==> src/rtl/issue_queue_pkg.sv <==
// Shared defines for the issue queue: entry type, bool, default depth.
package issue_queue_pkg;

  typedef logic bool;

  typedef struct packed {
    logic [5:0]  rob_id;
    logic [31:0] pc;
    logic [15:0] uop;
  } ISSUE_QUEUE_ELEMENT;

  localparam int IQ_DEPTH_DEFAULT = 8;

endpackage

==> src/rtl/issue_queue_if.sv <==
// Decode/issue side handshake bundle of the issue queue.
interface issue_queue_if;
  import issue_queue_pkg::*;

  logic                  flash;
  logic                  stall;
  logic [1:0]            push_number;
  ISSUE_QUEUE_ELEMENT [1:0] push_data;
  logic                  push_ready;
  ISSUE_QUEUE_ELEMENT [1:0] issue_require;
  logic [1:0]            iq_size;
  logic [1:0]            iq_pop_number;

  modport master (
    output flash, stall, push_number, push_data, iq_pop_number,
    input  push_ready, issue_require, iq_size
  );

  modport slave (
    input  flash, stall, push_number, push_data, iq_pop_number,
    output push_ready, issue_require, iq_size
  );

endinterface

==> src/rtl/issue_queue.sv <==
// Dual-push / dual-pop circular issue queue with zero-latency head read.
// Optional occupancy counters under macro ISSUE_QUEUE_PERF_EN.
module issue_queue
  import issue_queue_pkg::*;
#(
  parameter int IQ_DEPTH = IQ_DEPTH_DEFAULT
) (
  input  logic clk,
  input  logic rst,
  issue_queue_if.slave iq
`ifdef ISSUE_QUEUE_PERF_EN
  ,
  output logic [31:0] perf_full_cycles,
  output logic [31:0] perf_empty_cycles
`endif
);

  localparam int PW = $clog2(IQ_DEPTH);
  localparam int CW = PW + 1;

  logic [PW-1:0] head_q, head_d, tail_q, tail_d;
  logic [PW-1:0] head_p1, tail_p1;
  logic [CW-1:0] count_q, count_d;
  ISSUE_QUEUE_ELEMENT mem_q [IQ_DEPTH];

  logic [1:0] size;
  logic [1:0] push_acc;
  logic [1:0] pop_eff;
  bool        push_ready;
  bool        flush;

  assign head_p1    = head_q + PW'(1);
  assign tail_p1    = tail_q + PW'(1);
  assign push_ready = (count_q <= CW'(IQ_DEPTH - 2));
  assign size       = (count_q >= CW'(2)) ? 2'd2 : count_q[1:0];
  assign flush      = iq.flash;

  assign iq.push_ready       = push_ready;
  assign iq.iq_size          = size;
  assign iq.issue_require[0] = (size != 2'd0) ? mem_q[head_q]  : '0;
  assign iq.issue_require[1] = (size == 2'd2) ? mem_q[head_p1] : '0;

  always_comb begin
    push_acc = 2'd0;
    pop_eff  = 2'd0;
    // a push offered while not ready is dropped in full, never split
    if (push_ready && (iq.push_number == 2'd1 || iq.push_number == 2'd2)) begin
      push_acc = iq.push_number;
    end
    if (!iq.stall) begin
      pop_eff = (iq.iq_pop_number < size) ? iq.iq_pop_number : size;
    end

    head_d  = head_q + PW'(pop_eff);
    tail_d  = tail_q + PW'(push_acc);
    count_d = count_q + CW'(push_acc) - CW'(pop_eff);

    if (flush) begin
      head_d  = '0;
      tail_d  = '0;
      count_d = '0;
    end
  end

  always_ff @(posedge clk) begin
    if (rst) begin
      head_q  <= '0;
      tail_q  <= '0;
      count_q <= '0;
    end else begin
      head_q  <= head_d;
      tail_q  <= tail_d;
      count_q <= count_d;
    end
  end

  // storage is left uncleared; pointers alone define what is valid
  always_ff @(posedge clk) begin
    if (!rst && !flush) begin
      if (push_acc != 2'd0) mem_q[tail_q]  <= iq.push_data[0];
      if (push_acc == 2'd2) mem_q[tail_p1] <= iq.push_data[1];
    end
  end

`ifdef ISSUE_QUEUE_PERF_EN
  always_ff @(posedge clk) begin
    if (rst) begin
      perf_full_cycles  <= '0;
      perf_empty_cycles <= '0;
    end else begin
      if (!push_ready && perf_full_cycles != 32'hFFFF_FFFF) begin
        perf_full_cycles <= perf_full_cycles + 32'd1;
      end
      if (count_q == '0 && perf_empty_cycles != 32'hFFFF_FFFF) begin
        perf_empty_cycles <= perf_empty_cycles + 32'd1;
      end
    end
  end
`endif

endmodule

==> src/flat_wrapper.sv <==
// flat-port wrapper written by rule: the top's interface ports become plain ports
module issue_queue_flat import issue_queue_pkg::*;
#(
  parameter int IQ_DEPTH = IQ_DEPTH_DEFAULT
)
  (clk, rst, iq_flash, iq_stall, iq_push_number, iq_push_data, iq_iq_pop_number, iq_push_ready, iq_issue_require, iq_iq_size);
  issue_queue_if iq_i ();
  input  logic clk;
  input  logic rst;
  input wire logic [$bits(iq_i.flash)-1:0] iq_flash;
  input wire logic [$bits(iq_i.stall)-1:0] iq_stall;
  input wire logic [$bits(iq_i.push_number)-1:0] iq_push_number;
  input wire logic [$bits(iq_i.push_data)-1:0] iq_push_data;
  input wire logic [$bits(iq_i.iq_pop_number)-1:0] iq_iq_pop_number;
  output wire logic [$bits(iq_i.push_ready)-1:0] iq_push_ready;
  output wire logic [$bits(iq_i.issue_require)-1:0] iq_issue_require;
  output wire logic [$bits(iq_i.iq_size)-1:0] iq_iq_size;
  assign iq_i.flash = iq_flash;
  assign iq_i.stall = iq_stall;
  assign iq_i.push_number = iq_push_number;
  assign iq_i.push_data = iq_push_data;
  assign iq_i.iq_pop_number = iq_iq_pop_number;
  assign iq_push_ready = iq_i.push_ready;
  assign iq_issue_require = iq_i.issue_require;
  assign iq_iq_size = iq_i.iq_size;
  issue_queue #(.IQ_DEPTH(IQ_DEPTH)) u_core (.clk(clk), .rst(rst), .iq(iq_i));
endmodule
==> config.mk <==
export PLATFORM = sky130hd
export DESIGN_NAME = issue_queue_flat
export DESIGN_NICKNAME = d
export VERILOG_FILES = /design/src/rtl/issue_queue_pkg.sv /design/src/rtl/issue_queue_if.sv /design/src/rtl/issue_queue.sv /design/src/flat_wrapper.sv
export SDC_FILE = /design/constraint.sdc
export NUM_CORES = 1
export LEC_CHECK = 0
export BUFFER_PORTS_ARGS = -buffer_cell sky130_fd_sc_hd__buf_4
export CAP_MARGIN = 20
export CORE_ASPECT_RATIO = 1.2
export CORE_MARGIN = 2
export CORE_UTILIZATION = 45
export DETAILED_ROUTE_END_ITERATION = 12
export GPL_ROUTABILITY_DRIVEN = 0
export PLACE_DENSITY = 0.61
export SYNTH_ARGS = -nofsm -noshare
export SYNTH_HDL_FRONTEND = slang
export SYNTH_SLANG_ARGS = --single-unit
==> constraint.sdc <==
create_clock -name clk -period 13.3 [get_ports clk]
set_clock_uncertainty 0.15 [all_clocks]
set_input_delay 1.995 -clock clk [delete_from_list [all_inputs] [get_ports clk]]
set_output_delay 1.995 -clock clk [all_outputs]
set_load 0.05 [all_outputs]
==> run_results.csv <==
group,metric,value,unit
run_status,status,"finished clean",
finish,multi_input_comb_area,0.0119,sq mm
worst_setup_path,cp-start-kind,"flip-flop",
worst_setup_path,rrSetupSlack,9.60,ns
cts,clock_path_buffers,3,
sta,drv_slew,0,
floorplanning,die_w,222,um
cts,cts_root_buf,"clkbuf_16",
finish,drive_gt1_share,55.8,%
power_and_ir_drop,p_leak,10.1,nW
finish,final_nets,1741,
global_routing,grt_max_degree,65,
finish,register_area,0.0132,sq mm
worst_setup_path,worstPathMaxFanout,57,
flow_run,maxCapViolCount,0,
floorplanning,die-area,0.0592,sq mm
sta,fin_tns_setup,0,ns
detailed_routing,drc,0,
worst_setup_path,cp-end-kind,"primary output",
worst_setup_path,crit_type,"reg2out",
placement,dp_hpwl,39.9,mm
detailed_routing,routed_via_density,6.33,
yosys,syn_nets,1552,
sta,tightest_slew,1.14,ns
yosys,synth_edf_count,432,
floorplanning,initial_utilization,45.2,%
yosys,synthFlopType,"edfxtp_1",
floorplanning,pin_count,227,
sta,max_slew_margin,23.9,%
cts,cts.sinks,442,
cts,cts_setup_buffers,0,
detailed_routing,routed_wl,73.7,mm
worst_hold_path,hp-class,"reg2reg",
global_routing,grt_pass1_wl,107,mm
global_routing,grtUsageTotal,25.0,%
cts,cts_resized,0,
placement,port_buffers,226,
cts,cts_buffers,47,
finish,nFillCells,4718,
yosys,yosysWarnings,0,
power_and_ir_drop,cellPowerDensity,153,mW/mm^2
global_routing,grt_most_used_layer,"met2",
worst_setup_path,required,11.15,ns
sta,max_freq,152,MHz
floorplanning,core.rowCount,96,
yosys,syn_area,0.0258,sq mm
finish,syn_to_final_growth,14.4,%
yosys,ys_seq_area_share,51.1,%
sta,fin_crit_sh,49.6,%
sta,rsz0062_at_grt,"false",
cts,clk_pin_slew_worst_paths,0.06,ns
global_routing,antenna_found_initial,12,
detailed_routing,post_drt_wl_per_cell,30.9,um
detailed_routing,vias,15124,
cts,h-tree-depth,2,
yosys,synth-async-reset-ratio,0,%
yosys,ys_ff_latch,442,
sta,hold_viol,0,
global_routing,met2_usage,41.9,%
global_routing,grt.overflow.total,0,
power_and_ir_drop,peakVddDrop,0.000148,V
sta,finalCriticalPeriod,6.60,ns
detailed_routing,firstDrtPassIters,5,
cts,insertion_delay,0.59,ns
cts,cts_tree,"yes",
cts,holdBufCountCts,0,
yosys,avgSynthCellArea,18.1,sq um
sta,setup_viol,0,
floorplanning,core,0.0569,sq mm
detailed_routing,drt_iter0_drc,1423,
detailed_routing,antenna_violating_nets_post_route,0,
worst_setup_path,cp_data_arrival_time,4.45,ns
global_routing,first_global_vias,16030,
global_routing,met3_usage,4.53,%
finish,fin_util,51.8,%
global_routing,grtUsageMet1,33.4,%
floorplanning,die_h,266,um
yosys,synthCells,1421,
yosys,ys_types,44,
[logic make-up (layout without fill, tap and decap cells)]
logic type,after synthesis,in the layout,synth area share [%]
flip-flops,442,442,51.1
adder cells (fa/ha/maj),15,15,0.845
AO/OA/AOI/OAI,122,122,4.03
other,0,6,0
AND/OR/NAND/NOR,54,54,1.54
buffers and inverters,131,358,2.98
XOR/XNOR,9,9,0.364
multiplexers,648,648,39.1
[per-layer routing]
metal	share of wire (%)	vias to the layer above
met5	0.11	-
met4	2.2	12
met3	6.2	116
met2	50	506
met1	41	8091
li1	-	6399
[placed cells by master (no fill, tap or decap), drive strengths merged]
cell type  Yosys  layout
a21boi         1       1
a21o           1       1
a21oi          6       6
a22o         108     108
a22oi          2       2
a32oi          3       3
and2           5       5
and3           3       3
and3b          1       1
buf           87     255
bufinv         0       1
clkbuf        28      59
clkinv         1      28
dfxtp         10      10
diode          0       6
edfxtp       432     432
fa             4       4
ha            11      11
inv           15      15
mux2         432     432
mux4         216     216
nand2          5       5
nand2b         2       2
nand3         11      11
nand3b         1       1
nand4          2       2
nor2          16      16
nor2b          2       2
nor3           3       3
nor3b          2       2
o21ai          1       1
or2            1       1
xnor2          4       4
xor2           5       5
[where the power goes]
part | internal [W] | switching [W] | total, W | leakage [nW]
Combinational | 0.000568 | 0.00109 | 0.00166 | 5.45
Sequential | 0.00156 | 0.0000262 | 0.00159 | 3.98
Clock | 0.000695 | 0.000558 | 0.00125 | 0.716
[worst max-delay path: stages, from the launching register on]
cell and delay (ns):
dfxtp_4 0.97, ha_4 0.87, buf_4 0.86, mux4_2 0.59, a22o_1 0.28, buf_4 0.20
[flip-flops by register name (all words and copies together), names as in the netlist]
name,flops
u_core.mem_q,432
u_core.count_q,4
u_core.head_q,3
u_core.tail_q,3
[path summary, 6_finish.rpt]
path,startpoint,end,cells past startpoint
min reg2reg,u_core.head_q[2],u_core.head_q[2],2
max reg2reg,u_core.tail_q[0],u_core.mem_q[4][37],6
min,u_core.head_q[2],u_core.head_q[2],2
max,u_core.head_q[0],iq_issue_require[107],5
[area by class of cell]
| class | count | share of cell area (%) |
|---|---|---|
| flip-flops and latches | 442 | 44.7 |
| multi-input cells | 848 | 40.5 |
| repair buffers | 255 | 6.54 |
| clock buffers | 59 | 4.32 |
| well taps | 735 | 3.12 |
| clock inverters | 28 | 0.514 |
| inverters | 16 | 0.208 |
| diodes | 6 | 0.0509 |
[synthesized netlist by cell type (all sizes together), types with 5 or more instances]
cell type,n,area (sq um)
and2,5,31.3
a21oi,6,30.0
nand2,5,21.3
clkbuf,28,105
inv,15,56.3
mux2,432,5210
dfxtp,10,200
mux4,216,4860
edfxtp,432,13000
a22o,108,946
xor2,5,51.3
ha,11,138
nor2,16,60.1
buf,87,601
nand3,11,140
[metrics by stage]
stage / std cells / setup slack [ns] / cell area [sq um] / power, W / hold WS [ns]
6_report: 2389 / 6.70 / 29500 / 0.00450 / 0.496
5_1_grt: 2389 / 6.50 / 29500 / 0.00464 / 0.550
4_1_cts: 2383 / 6.64 / 29500 / 0.00453 / 0.496
3_5_place_dp: 2296 / 7.27 / 28000 / 0.00328 / 0.475
3_3_place_gp: 2295 / 7.28 / 28000 / 0.00327 / 0.469
2_1_floorplan: 1421 / 7.27 / 25800 / 0.00273 / 0.384
(Power assumes the default switching activity.)
